===== src/rtl/pixel_pkg.sv =====
// Shared widths and state encodings for the pixel readout block and its capture front end.
package pixel_pkg;
   localparam int DATA_W = 8;
   localparam int NPIX   = 4;

   typedef enum logic {WAIT12 = 1'b0, WAIT34 = 1'b1} cap_state_e;
   typedef enum logic {IDLE = 1'b0, SEND = 1'b1} out_state_e;
endpackage


===== src/rtl/pixel_readout_if.sv =====
// Byte-stream output of the pixel readout: one pixel per transfer with index and frame markers.
interface pixel_readout_if #(
   parameter int DATA_W = pixel_pkg::DATA_W
) ();
   logic [DATA_W-1:0] out_data;
   logic [1:0]        out_index;
   logic              out_valid;
   logic              out_ready;
   logic              out_sof;
   logic              out_eof;

   // A byte transfers on a rising clk edge where out_valid & out_ready. Once out_valid is
   // raised it stays high, with data/index/sof/eof stable, until that transfer happens.
   modport master (output out_data, out_index, out_valid, out_sof, out_eof, input out_ready);
   modport slave  (input out_data, out_index, out_valid, out_sof, out_eof, output out_ready);
endinterface


===== src/rtl/pixel_capture.sv =====
// Watches the read12/read34 strobes, latches the pixel buses and signals a completed frame.
module pixel_capture
   import pixel_pkg::*;
#(
   parameter int DATA_W = pixel_pkg::DATA_W
) (
   input  logic              clk,
   input  logic              reset,
   input  logic              read12,
   input  logic              read34,
   input  logic [DATA_W-1:0] pix_data1,
   input  logic [DATA_W-1:0] pix_data2,
   input  logic [DATA_W-1:0] pix_data3,
   input  logic [DATA_W-1:0] pix_data4,
   output logic [DATA_W-1:0] cap1,
   output logic [DATA_W-1:0] cap2,
   output logic [DATA_W-1:0] cap3,
   output logic [DATA_W-1:0] cap4,
   output logic              frame_done,
   output logic              proto_err,
   output cap_state_e        state
);
   cap_state_e        state_q, state_d;
   logic              r12_q, r34_q;
   logic              frame_done_q, frame_done_d;
   logic              proto_err_q, proto_err_d;
   logic [DATA_W-1:0] cap1_q, cap1_d, cap2_q, cap2_d, cap3_q, cap3_d, cap4_q, cap4_d;
   logic              fall12, fall34, both, in_34;

   always_comb begin
      fall12       = r12_q & ~read12;
      fall34       = r34_q & ~read34;
      both         = read12 & read34;
      // read34 may follow read12 back to back: the read12 fall cycle already counts as WAIT34.
      in_34        = (state_q == WAIT34) | fall12;
      state_d      = state_q;
      cap1_d       = cap1_q;
      cap2_d       = cap2_q;
      cap3_d       = cap3_q;
      cap4_d       = cap4_q;
      frame_done_d = 1'b0;
      proto_err_d  = proto_err_q;

      if (both) begin
         proto_err_d = 1'b1;
      end else begin
         if (read12) begin
            cap1_d = pix_data1;
            cap2_d = pix_data2;
         end
         if (read34) begin
            if (in_34) begin
               cap3_d = pix_data3;
               cap4_d = pix_data4;
            end else begin
               proto_err_d = 1'b1;
            end
         end
      end

      if (fall12) begin
         state_d = WAIT34;
      end else if ((state_q == WAIT34) && fall34) begin
         frame_done_d = 1'b1;
         state_d      = WAIT12;
      end
   end

   always_ff @(posedge clk) begin
      if (reset) begin
         state_q      <= WAIT12;
         r12_q        <= 1'b0;
         r34_q        <= 1'b0;
         frame_done_q <= 1'b0;
         proto_err_q  <= 1'b0;
         cap1_q       <= '0;
         cap2_q       <= '0;
         cap3_q       <= '0;
         cap4_q       <= '0;
      end else begin
         state_q      <= state_d;
         r12_q        <= read12;
         r34_q        <= read34;
         frame_done_q <= frame_done_d;
         proto_err_q  <= proto_err_d;
         cap1_q       <= cap1_d;
         cap2_q       <= cap2_d;
         cap3_q       <= cap3_d;
         cap4_q       <= cap4_d;
      end
   end

   assign cap1       = cap1_q;
   assign cap2       = cap2_q;
   assign cap3       = cap3_q;
   assign cap4       = cap4_q;
   assign frame_done = frame_done_q;
   assign proto_err  = proto_err_q;
   assign state      = state_q;
endmodule


===== src/rtl/pixel_readout.sv =====
// Pixel readout top: commits captured frames into an output buffer and streams them byte by byte.
module pixel_readout
   import pixel_pkg::*;
#(
   parameter int DATA_W = pixel_pkg::DATA_W,
   parameter int CNT_W  = 8
) (
   input  logic              clk,
   input  logic              reset,
   input  logic              read12,
   input  logic              read34,
   input  logic [DATA_W-1:0] pixData1,
   input  logic [DATA_W-1:0] pixData2,
   input  logic [DATA_W-1:0] pixData3,
   input  logic [DATA_W-1:0] pixData4,
   pixel_readout_if.master   out_if,
   output logic [CNT_W-1:0]  frame_count,
   output logic              overflow,
   output logic              proto_err,
   output cap_state_e        dbg_cap_state,
   output out_state_e        dbg_out_state
);
   logic [DATA_W-1:0] cap1, cap2, cap3, cap4;
   logic              frame_done;

   pixel_capture #(.DATA_W(DATA_W)) u_capture (
      .clk        (clk),
      .reset      (reset),
      .read12     (read12),
      .read34     (read34),
      .pix_data1  (pixData1),
      .pix_data2  (pixData2),
      .pix_data3  (pixData3),
      .pix_data4  (pixData4),
      .cap1       (cap1),
      .cap2       (cap2),
      .cap3       (cap3),
      .cap4       (cap4),
      .frame_done (frame_done),
      .proto_err  (proto_err),
      .state      (dbg_cap_state)
   );

   out_state_e        state_q, state_d;
   logic [1:0]        idx_q, idx_d;
   logic [DATA_W-1:0] obuf_q [NPIX];
   logic [DATA_W-1:0] obuf_d [NPIX];
   logic [CNT_W-1:0]  frame_count_q, frame_count_d;
   logic              overflow_q, overflow_d;
   logic              send, accept, last_accept, commit;

   always_comb begin
      send          = (state_q == SEND);
      accept        = send & out_if.out_ready;
      last_accept   = accept & (idx_q == 2'd3);
      // The buffer is free when idle, or when its last byte leaves this very cycle.
      commit        = frame_done & (~send | last_accept);
      state_d       = state_q;
      idx_d         = idx_q;
      obuf_d        = obuf_q;
      frame_count_d = frame_count_q;
      overflow_d    = overflow_q | (frame_done & ~commit);

      if (commit) begin
         obuf_d[0]     = cap1;
         obuf_d[1]     = cap2;
         obuf_d[2]     = cap3;
         obuf_d[3]     = cap4;
         idx_d         = 2'd0;
         state_d       = SEND;
         frame_count_d = frame_count_q + 1'b1;
      end else if (accept) begin
         idx_d = idx_q + 2'd1;
         if (idx_q == 2'd3) begin
            state_d = IDLE;
         end
      end
   end

   always_ff @(posedge clk) begin
      if (reset) begin
         state_q       <= IDLE;
         idx_q         <= 2'd0;
         obuf_q        <= '{default: '0};
         frame_count_q <= '0;
         overflow_q    <= 1'b0;
      end else begin
         state_q       <= state_d;
         idx_q         <= idx_d;
         obuf_q        <= obuf_d;
         frame_count_q <= frame_count_d;
         overflow_q    <= overflow_d;
      end
   end

   assign out_if.out_valid = send;
   assign out_if.out_data  = send ? obuf_q[idx_q] : '0;
   assign out_if.out_index = send ? idx_q : 2'd0;
   assign out_if.out_sof   = send & (idx_q == 2'd0);
   assign out_if.out_eof   = send & (idx_q == 2'd3);
   assign frame_count      = frame_count_q;
   assign overflow         = overflow_q;
   assign dbg_out_state    = state_q;
endmodule

===== src/flat_wrapper.sv =====
// flat-port wrapper written by rule: the top's interface ports become plain ports
module pixel_readout_flat import pixel_pkg::*;
#(
   parameter int DATA_W = pixel_pkg::DATA_W,
   parameter int CNT_W  = 8
)
  (clk, reset, read12, read34, pixData1, pixData2, pixData3, pixData4, frame_count, overflow, proto_err, dbg_cap_state, dbg_out_state, out_if_out_data, out_if_out_index, out_if_out_valid, out_if_out_sof, out_if_out_eof, out_if_out_ready);
  pixel_readout_if #(.DATA_W(DATA_W)) out_if_i ();
  input  logic clk;
  input  logic reset;
  input  logic read12;
  input  logic read34;
  input  logic [DATA_W-1:0] pixData1;
  input  logic [DATA_W-1:0] pixData2;
  input  logic [DATA_W-1:0] pixData3;
  input  logic [DATA_W-1:0] pixData4;
  output logic [CNT_W-1:0] frame_count;
  output logic overflow;
  output logic proto_err;
  output cap_state_e dbg_cap_state;
  output out_state_e dbg_out_state;
  output wire logic [$bits(out_if_i.out_data)-1:0] out_if_out_data;
  output wire logic [$bits(out_if_i.out_index)-1:0] out_if_out_index;
  output wire logic [$bits(out_if_i.out_valid)-1:0] out_if_out_valid;
  output wire logic [$bits(out_if_i.out_sof)-1:0] out_if_out_sof;
  output wire logic [$bits(out_if_i.out_eof)-1:0] out_if_out_eof;
  input wire logic [$bits(out_if_i.out_ready)-1:0] out_if_out_ready;
  assign out_if_out_data = out_if_i.out_data;
  assign out_if_out_index = out_if_i.out_index;
  assign out_if_out_valid = out_if_i.out_valid;
  assign out_if_out_sof = out_if_i.out_sof;
  assign out_if_out_eof = out_if_i.out_eof;
  assign out_if_i.out_ready = out_if_out_ready;
  pixel_readout #(.DATA_W(DATA_W), .CNT_W(CNT_W)) u_core (.clk(clk), .reset(reset), .read12(read12), .read34(read34), .pixData1(pixData1), .pixData2(pixData2), .pixData3(pixData3), .pixData4(pixData4), .out_if(out_if_i), .frame_count(frame_count), .overflow(overflow), .proto_err(proto_err), .dbg_cap_state(dbg_cap_state), .dbg_out_state(dbg_out_state));
endmodule

===== config.mk =====
export PLATFORM = sky130hd
export DESIGN_NAME = pixel_readout_flat
export DESIGN_NICKNAME = d
export VERILOG_FILES = /design/src/rtl/pixel_pkg.sv /design/src/rtl/pixel_readout_if.sv /design/src/rtl/pixel_capture.sv /design/src/rtl/pixel_readout.sv /design/src/flat_wrapper.sv
export SDC_FILE = /design/constraint.sdc
export NUM_CORES = 1
export LEC_CHECK = 0
export CAP_MARGIN = 0
export CORE_MARGIN = 8
export CORE_UTILIZATION = 45
export CTS_CLUSTER_DIAMETER = 50
export DETAILED_ROUTE_END_ITERATION = 16
export PLACE_DENSITY = 0.7
export RECOVER_POWER = 100
export SLEW_MARGIN = 20
export SYNTH_ARGS = -nofsm -noshare
export SYNTH_HDL_FRONTEND = slang
export SYNTH_SLANG_ARGS = --single-unit

===== constraint.sdc =====
create_clock -name clk -period 2.3 [get_ports clk]
set_input_delay 0.46 -clock clk [delete_from_list [all_inputs] [get_ports clk]]
set_output_delay 0.46 -clock clk [all_outputs]
set_load 0.005 [all_outputs]

==> metrics.md, run 1 <==
| Metric | Value |
|---|---|
| Kind of cell adding the most delay to the critical path | multiplexers |
| Largest stage delay on the critical path | 500 ps |
| Setup repair after global routing missed its margin | no |
| Deepest clock path buffer count | 2 |
| Antenna violations before repair | 0 |
| Worst Hold Class | reg2reg |
| Portion of total power attributed to the clock network | 0.421 |
| Worst setup path category | reg2out |
| Max cap viols | 0 |
| Number of enable flip-flop cells after synthesis | 0 |
| Total area of multi-input combinational cells | 1550 um2 |
| Share of final-layout standard cells stronger than drive strength 1 | 0.0964 |
| Met3 track utilization from global routing | 0.0419 |
| DR pass1 iterations | 5 |
| Remaining number of nets flagged by the antenna check after routing | 0 |
| Count of standard-cell rows | 31 |
| Max Freq | 0.448 GHz |
| Clock transition at the registers of the reported paths | 70 ps |
| Flip-flop and latch count after synthesis | 81 |
| Leakage power of the design | 0.00153 uW |
| Global Route Usage Sum | 0.163 |
| Remaining max-slew budget at the tightest pin | 0.0785 |
| Post-synthesis cell count | 395 |
| Via density | 5.50 |
| Crit end category | output port |
| Diodes inserted | 0 |
| Weighted congestion reported at the end of routability-driven placement | 0.790 |
| Via count of the first global-routing pass | 2763 |
| Nets@finish | 482 |
| Clock Skews | 7.85 ps |
| Commonest non-fill, non-tap cells in the layout | 80 x sky130_fd_sc_hd__dfxtp_1, 73 x sky130_fd_sc_hd__a21oi_1, 53 x sky130_fd_sc_hd__nand3_1 |
| Global routing usage on met2 | 0.260 |
| Gate power share | 0.058 |
| Count of warnings emitted by yosys | 0 |
| Synthesized area divided by synthesized cell count | 8.54 um2 |
| Post-synthesis instance area | 3370 um2 |
| Via count of the routed design | 2995 |
| Total congestion overflow | 0 |
| Total half-perimeter wirelength after legalization and detailed placement | 5810 um |
| DIE WIDTH | 103 um |
| Area taken by flip-flops and latches | 1620 um2 |
| Minimum clock period | 2230 ps |
| Relative contribution of sequential cells to total power | 0.521 |
| Maximum number of pins on one net before global-route repair | 71 |
| WP data required | 1840 ps |
| PD cells | 649 nW/um2 |
| Count of filler cells inserted in the layout | 668 |
| Mapped Nets | 435 |
| Total number of H-tree levels | 3 |
| Max FO, Critical Path | 3 |
| Post-Route Hold Slack | 456 ps |
| Clk root buf | sky130_fd_sc_hd__clkbuf_8 |
| Wire length of the first global-routing pass | 13500 um |
| Peak VDD IR | 0.353 mV |
| Cells along the critical path | clkbuf_2 -> mux4_2 -> and2_1 -> dlygate4sd2_1 |
| DRC violations left | 0 |
| Result of the run | complete, no violations |
| Sw Ratio | 0.204 |
| Die H | 103 um |
| Measured slew at the worst slew-check pin | 1380 ps |
| First DRT Iteration DRCs | 172 |
| I/O pin cnt | 62 |
| Growth of design area from synthesis to finish | 26.5% |
| Most common cell after layout, fill and taps aside | sky130_fd_sc_hd__dfxtp_1 |
| Switch Pwr | 564 uW |
| Wire length per cell after detailed routing | 15.3 um |
| Fraction of registers with async set/reset | 0 |
| Clock Latency Late Sink | 340 ps |
| Total Neg Setup Slack | 0 ps |
| Final Hold Viols | 0 |
| Part of the Yosys area used for sequential elements | 0.481 |
| Final clock period utilization by the worst path | 0.970 |
| Pins Over Slew Limit | 0 |
| Starting utilization of the core area | 0.465 |
| IO buf count | 61 |
| Met1 Resource Use GR | 0.210 |
| Post-CTS Hold Fix Bufs | 0 |
| Die Footprint | 10500 um2 |
| Placeable core region | 7250 um2 |
| Total detailed-routing wirelength | 8320 um |
| Internal power | 2200 uW |
| Number of buffers and inverters on the critical path | 2 |
| Startpoint type of the worst setup path | flop |
| Clock tree sinks | 81 |
| Number of buffers added by the clock tree synthesis step | 9 |
| Most common flop cell mapped by yosys | sky130_fd_sc_hd__dfxtp_1 |
| Arrival time of data at the critical path endpoint | 1770 ps |
| Setup-failing EPs final | 0 |
| Library cells used by synthesis | 34 |
| Clock tree from TritonCTS | done |
| Gr busiest metal | met2 |
| Slowest CP cell | sky130_fd_sc_hd__mux4_2 |
==> synthesized netlist by cell type (2+ instances only) <==
| cell | instances | share of area |
|---|---|---|
| sky130_fd_sc_hd__dfxtp_1 | 81 | 0.48 |
| sky130_fd_sc_hd__nor2_1 | 8 | 0.0089 |
| sky130_fd_sc_hd__and2_1 | 12 | 0.022 |
| sky130_fd_sc_hd__buf_2 | 10 | 0.015 |
| sky130_fd_sc_hd__o21ai_1 | 3 | 0.0045 |
| sky130_fd_sc_hd__or4_1 | 3 | 0.0067 |
| sky130_fd_sc_hd__nor3_1 | 3 | 0.0045 |
| sky130_fd_sc_hd__buf_6 | 2 | 0.0067 |
| sky130_fd_sc_hd__nor2b_1 | 5 | 0.0093 |
| sky130_fd_sc_hd__ha_1 | 3 | 0.011 |
| sky130_fd_sc_hd__mux2_2 | 2 | 0.0067 |
| sky130_fd_sc_hd__a21oi_1 | 73 | 0.11 |
| sky130_fd_sc_hd__nand3_1 | 53 | 0.079 |
| sky130_fd_sc_hd__nand2b_1 | 2 | 0.0037 |
| sky130_fd_sc_hd__mux4_2 | 8 | 0.053 |
| sky130_fd_sc_hd__clkbuf_1 | 19 | 0.021 |
| sky130_fd_sc_hd__inv_1 | 4 | 0.0045 |
| sky130_fd_sc_hd__buf_1 | 7 | 0.0078 |
| sky130_fd_sc_hd__o21ai_0 | 47 | 0.070 |
| sky130_fd_sc_hd__o31ai_1 | 3 | 0.0067 |
| sky130_fd_sc_hd__nand2_1 | 34 | 0.038 |
==> layer usage <==
| metal | share of wire | wire (um) | vias up |
|---|---|---|---|
| li1 | - | - | 1477 |
| met1 | 0.44 | 3700 | 1417 |
| met2 | 0.48 | 4000 | 93 |
| met3 | 0.064 | 531 | 8 |
| met4 | 0.010 | 87 | 0 |
| met5 | 0 | 0 | - |
==> logic make-up (layout without fill, tap and decap cells) <==
| family | Yosys count | after routing | synth area share |
|---|---|---|---|
| compound gates | 132 | 132 | 0.206 |
| fa+ha+maj | 3 | 3 | 0.0111 |
| mux | 11 | 11 | 0.0631 |
| simple gates | 123 | 123 | 0.178 |
| buf+inv | 44 | 95 | 0.0583 |
| xor+xnor | 1 | 1 | 0.00260 |
| flops | 81 | 81 | 0.481 |
==> registers in the layout, summed over array words and instances, names as in the netlist <==
signal,count
u_core.obuf_q,32
u_core.frame_count,8
u_core.u_capture.cap1,8
u_core.u_capture.cap2,8
u_core.u_capture.cap3,8
u_core.u_capture.cap4,8
u_core.idx_q,2
u_core.dbg_out_state,1
u_core.overflow,1
u_core.u_capture.frame_done,1
u_core.u_capture.proto_err,1
u_core.u_capture.r12_q,1
u_core.u_capture.r34_q,1
u_core.u_capture.state,1
==> tightest hold or removal path, stage by stage (launching register included) <==
cell,delay (ps)
sky130_fd_sc_hd__dfxtp_1,310
sky130_fd_sc_hd__nand2_1,50
sky130_fd_sc_hd__a21oi_1,50
==> stage by stage <==
step / cell area [um2] / cells / total power, uW / worst slack [ps] / utilization
after floorplan: 3370 / 395 / 1550 / 597 / -
after global placement: 4040 / 528 / 1640 / 213 / 0.557
after detailed placement: 4040 / 528 / 1640 / 202 / 0.557
after CTS: 4300 / 546 / 2790 / 46.4 / 0.593
after global routing: 4270 / 545 / 2870 / 5.82 / 0.588
final: 4270 / 545 / 2770 / 68.6 / 0.588
==> worst paths after layout <==
kind                                                from                        to  slack [ps]  cells past startpoint
worst max-delay path                     u_core.idx_q[0]        out_if_out_data[6]          70                      4
worst min register to register  u_core.u_capture.cap2[7]  u_core.u_capture.cap2[7]         460                      2
worst max register to register      u_core.dbg_out_state     u_core.frame_count[2]         250                      4
worst min-delay path            u_core.u_capture.cap2[7]  u_core.u_capture.cap2[7]         460                      2
==> power by group through the flow <==
stage | clock, uW | sequential (uW) | combinational [uW]
finish | 1170 | 1440 | 160
global route | 1250 | 1440 | 178
CTS | 1180 | 1440 | 166
detailed placement | 0 | 1470 | 165
global placement | 0 | 1470 | 163
floorplan | 0 | 1470 | 80.4
==> area by class of cell <==
type | count | share of cell area
Sequential cell | 81 | 0.380
Multi-Input combinational cell | 270 | 0.364
Timing Repair Buffer | 75 | 0.168
Clock buffer | 13 | 0.0396
Tap cell | 99 | 0.0290
Clock inverter | 2 | 0.0141
Inverter | 5 | 0.00440
==> repair_timing <==
item                       in CTS  in global routing
setup buffers                   3                  0
setup endpoints to repair       8                  3
gates resized for setup        15                  1
gates cloned                    0                  0
(Power assumes the default switching activity.)
==> run 2, diff against run 1 <==
--- a/config.mk
+++ b/config.mk
@@ -5,12 +5,14 @@
 export SDC_FILE = /design/constraint.sdc
 export NUM_CORES = 1
 export LEC_CHECK = 0
+export ABC_AREA = 1
 export CAP_MARGIN = 0
 export CORE_MARGIN = 8
-export CORE_UTILIZATION = 45
+export CORE_UTILIZATION = 50
 export CTS_CLUSTER_DIAMETER = 50
 export DETAILED_ROUTE_END_ITERATION = 16
-export PLACE_DENSITY = 0.7
+export GPL_TIMING_DRIVEN = 0
+export PLACE_DENSITY = 0.77
 export RECOVER_POWER = 100
 export SLEW_MARGIN = 20
 export SYNTH_ARGS = -nofsm -noshare
==> run 2 against run 1 <==
Register-to-register slack improved by 100 ps. Routed wire length decreased by 1.9%. Final area decreased by 4.5%. Count of clock-buffer cells in the layout unchanged. Sequential share of layout area increased by 1.8 points. Clock power decreased by 13%. Hold slack got worse by 33 ps. Via count increased by 1.1%. Area after synthesis decreased by 5.5%. Sequential power about the same. Highest routed layer unchanged.
==> metrics.md, run 2 <==
| Metric | Value |
|---|---|
| Result of the run | complete, no violations |
| Remaining max-slew budget at the tightest pin | 0.561 |
| Adder and majority cell fraction of the synthesized area | 0.0118 |
| Starting utilization of the core area | 0.511 |
| Mapped Nets | 468 |
| Cell taking the most area after synthesis | sky130_fd_sc_hd__dfxtp_1 |
| Antenna violations before repair | 0 |
| Final Cell Area | 4080 um2 |
| Minimum clock period | 2220 ps |
| Total area of multi-input combinational cells | 1290 um2 |
| Total congestion overflow | 0 |
| Count of standard-cell rows | 29 |
| Combinational family with the most area after synthesis | compound AO/OA/AOI/OAI gates |
| Clock tree from TritonCTS | done |
| Post-synthesis cell count | 428 |
| Die H | 95.8 um |
| Remaining number of nets flagged by the antenna check after routing | 0 |
| Global Route Usage Sum | 0.183 |
| Number of buffers added by the clock tree synthesis step | 9 |
| Max cap viols | 0 |
| Via density | 5.20 |
| Met3 Wirelength | 519 um |
| Area taken by flip-flops and latches | 1620 um2 |
| Final clock period utilization by the worst path | 0.964 |
| DIE WIDTH | 95.8 um |
| Fraction of synthesized cell area in xor and xnor cells | 0.00550 |
| Startpoint type of the worst setup path | flop |
| Setup-failing EPs final | 0 |
| Register containing the most flip-flops in the final layout | u_core.obuf_q |
| Most common cell after layout, fill and taps aside | sky130_fd_sc_hd__nor2_1 |
| Synth top cells by count | 110 x sky130_fd_sc_hd__nor2_1, 83 x sky130_fd_sc_hd__o21ai_0, 81 x sky130_fd_sc_hd__dfxtp_1 |
| Share of final-layout standard cells stronger than drive strength 1 | 0.0554 |
| Wire length per cell after detailed routing | 14.0 um |
| Deepest clock path buffer count | 2 |
| Post-Route Hold Slack | 423 ps |
| Fraction of registers with async set/reset | 0 |
| Mux share of post-synthesis cell area | 0 |
| Nets@finish | 540 |
| Post-route core utilization | 0.653 |
| Crit end category | output port |
| Synth Area in Simple Gates | 0.176 |
| Post-synthesis instance area | 3190 um2 |
| Diodes inserted | 0 |
| Number of flip-flops under the largest register name | 32 |
| Weighted congestion reported at the end of routability-driven placement | 0.919 |
| Via count of the first global-routing pass | 2820 |
| Max Freq | 0.451 GHz |
| Routed length on met2 | 3690 um |
| Worst Hold Class | in2reg |
| Most common flop cell mapped by yosys | sky130_fd_sc_hd__dfxtp_1 |
| Placed standard-cell area | 3880 um2 |
| Flip-flop and latch count after synthesis | 81 |
| Clock tree sinks | 81 |
| Top routing layer in use | met4 |
| Max FO, Critical Path | 10 |
| Count of warnings emitted by yosys | 0 |
| Length of routed wiring on met1 | 3830 um |
| Maximum number of pins on one net before global-route repair | 13 |
| Growth of design area from synthesis to finish | 27.9% |
| Part of the Yosys area used for sequential elements | 0.509 |
| Commonest non-fill, non-tap cells in the layout | 110 x sky130_fd_sc_hd__nor2_1, 83 x sky130_fd_sc_hd__o21ai_0, 80 x sky130_fd_sc_hd__dfxtp_1 |
| Total power of the final layout | 2650 uW |
| Clock Skews | 8.45 ps |
| Wire length of the first global-routing pass | 13200 um |
| Die Footprint | 9180 um2 |
| Worst setup path category | reg2out |
| Total detailed-routing wirelength | 8160 um |
| Peak VDD IR | 0.411 mV |
| Total half-perimeter wirelength after legalization and detailed placement | 5910 um |
| Total Neg Setup Slack | 0 ps |
| Area share of the leading cell type in the synthesized netlist | 0.509 |
| Cell types with the largest area share after synthesis | sky130_fd_sc_hd__dfxtp_1 51%, sky130_fd_sc_hd__o21ai_0 13%, sky130_fd_sc_hd__nor2_1 13% |
| WP data required | 1840 ps |
| Final Hold Viols | 0 |
| Placeable core region | 6240 um2 |
| Total number of H-tree levels | 3 |
| Leakage power of the design | 0.00171 uW |
| Clock transition at the registers of the reported paths | 80 ps |
| Compound-gate portion of the synthesized area | 0.217 |
| IO buf count | 60 |
| Via count of the routed design | 3027 |
| Clock Latency Late Sink | 350 ps |
| Number of enable flip-flop cells after synthesis | 0 |
| Post-CTS Hold Fix Bufs | 0 |
| Library cells used by synthesis | 23 |
| Cell with the most instances after synthesis | sky130_fd_sc_hd__nor2_1 |
| PD cells | 651 nW/um2 |
| Measured slew at the worst slew-check pin | 658 ps |
| Number of setup buffers added after CTS | 0 |
| Synthesized area divided by synthesized cell count | 7.45 um2 |
| Count of filler cells inserted in the layout | 582 |
| DRC violations left | 0 |
| DR pass1 iterations | 4 |
| Arrival time of data at the critical path endpoint | 1760 ps |
| Pins Over Slew Limit | 0 |
| I/O pin cnt | 62 |
| Setup repair after global routing missed its margin | no |
| Clk root buf | sky130_fd_sc_hd__clkbuf_8 |
| First DRT Iteration DRCs | 200 |
## run 2: cell count changes after synthesis, sizes merged, moves of 3 or more
cell    change
a21oi      -25
and2       -12
buf         -7
clkbuf      -6
inv        +30
mux4        -8
nand2       -9
nand3      -48
nor2      +102
nor2b       -5
o21ai      +33
o31ai       -3
or4         -3
## run 2: metrics by stage
stage / cells / worst slack [ps]
finish: 582 / 81.7
global route: 582 / 13.7
CTS: 581 / 32.7
detailed placement: 565 / 66.1
global placement: 565 / 78.0
floorplan: 428 / 816
## run 2: power by group
part / total, uW / leakage [uW] / switching (uW) / internal [uW]
combinational: 179 / 0.000958 / 87.9 / 90.9
clock: 1020 / 0.0000974 / 487 / 530
sequential: 1460 / 0.000659 / 17.8 / 1440
total: 2650 / 0.00171 / 592 / 2060
## run 2: final timing paths
check / startpoint / to / slack (ps) / cells after the start
worst min register to register: u_core.u_capture.cap3[2] / u_core.u_capture.cap3[2] / 460 / 2
worst max-delay path: u_core.idx_q[0] / out_if_out_sof / 80 / 7
worst min-delay path: reset / u_core.u_capture.state / 420 / 2
worst max register to register: u_core.idx_q[1] / u_core.obuf_q[22] / 350 / 7
## run 2: what timing repair did
| action | 4_1_cts | 5_1_grt |
|---|---|---|
| endpoints found under the setup margin | 9 | 2 |
| gates cloned | 0 | 1 |
| pin swaps | 6 | 0 |
| resized for setup | 16 | 4 |
## run 2: area by class of cell
| type | count | share of cell area |
|---|---|---|
| Sequential cell | 81 | 0.398 |
| Multi-Input combinational cell | 284 | 0.318 |
| Timing Repair Buffer | 61 | 0.146 |
| Clock buffer | 13 | 0.0365 |
| Inverter | 37 | 0.0353 |
| Buffer | 26 | 0.0325 |
| Tap cell | 77 | 0.0236 |
| Clock inverter | 3 | 0.00982 |
## run 2: critical path: stages (launching register included)
cell and delay, ps:
sky130_fd_sc_hd__dfxtp_2 340, sky130_fd_sc_hd__buf_6 140, sky130_fd_sc_hd__inv_6 80, sky130_fd_sc_hd__buf_6 110, sky130_fd_sc_hd__ha_1 140, sky130_fd_sc_hd__nand2_1 60, sky130_fd_sc_hd__inv_1 50, sky130_fd_sc_hd__clkdlybuf4s50_1 490
## run 2: logic make-up after synthesis
group           count (synthesis)
fa+ha+maj                       3
xor+xnor                        2
buf+inv                        63
simple gates                  145
compound gates                134
flops                          81
## run 2: per-layer routing
layer | vias up | global-route usage
met4 | 0 | 0.0832
met3 | 9 | 0.0507
met1 | 1400 | 0.228
met2 | 84 | 0.290
met5 | - | 0
li1 | 1534 | -
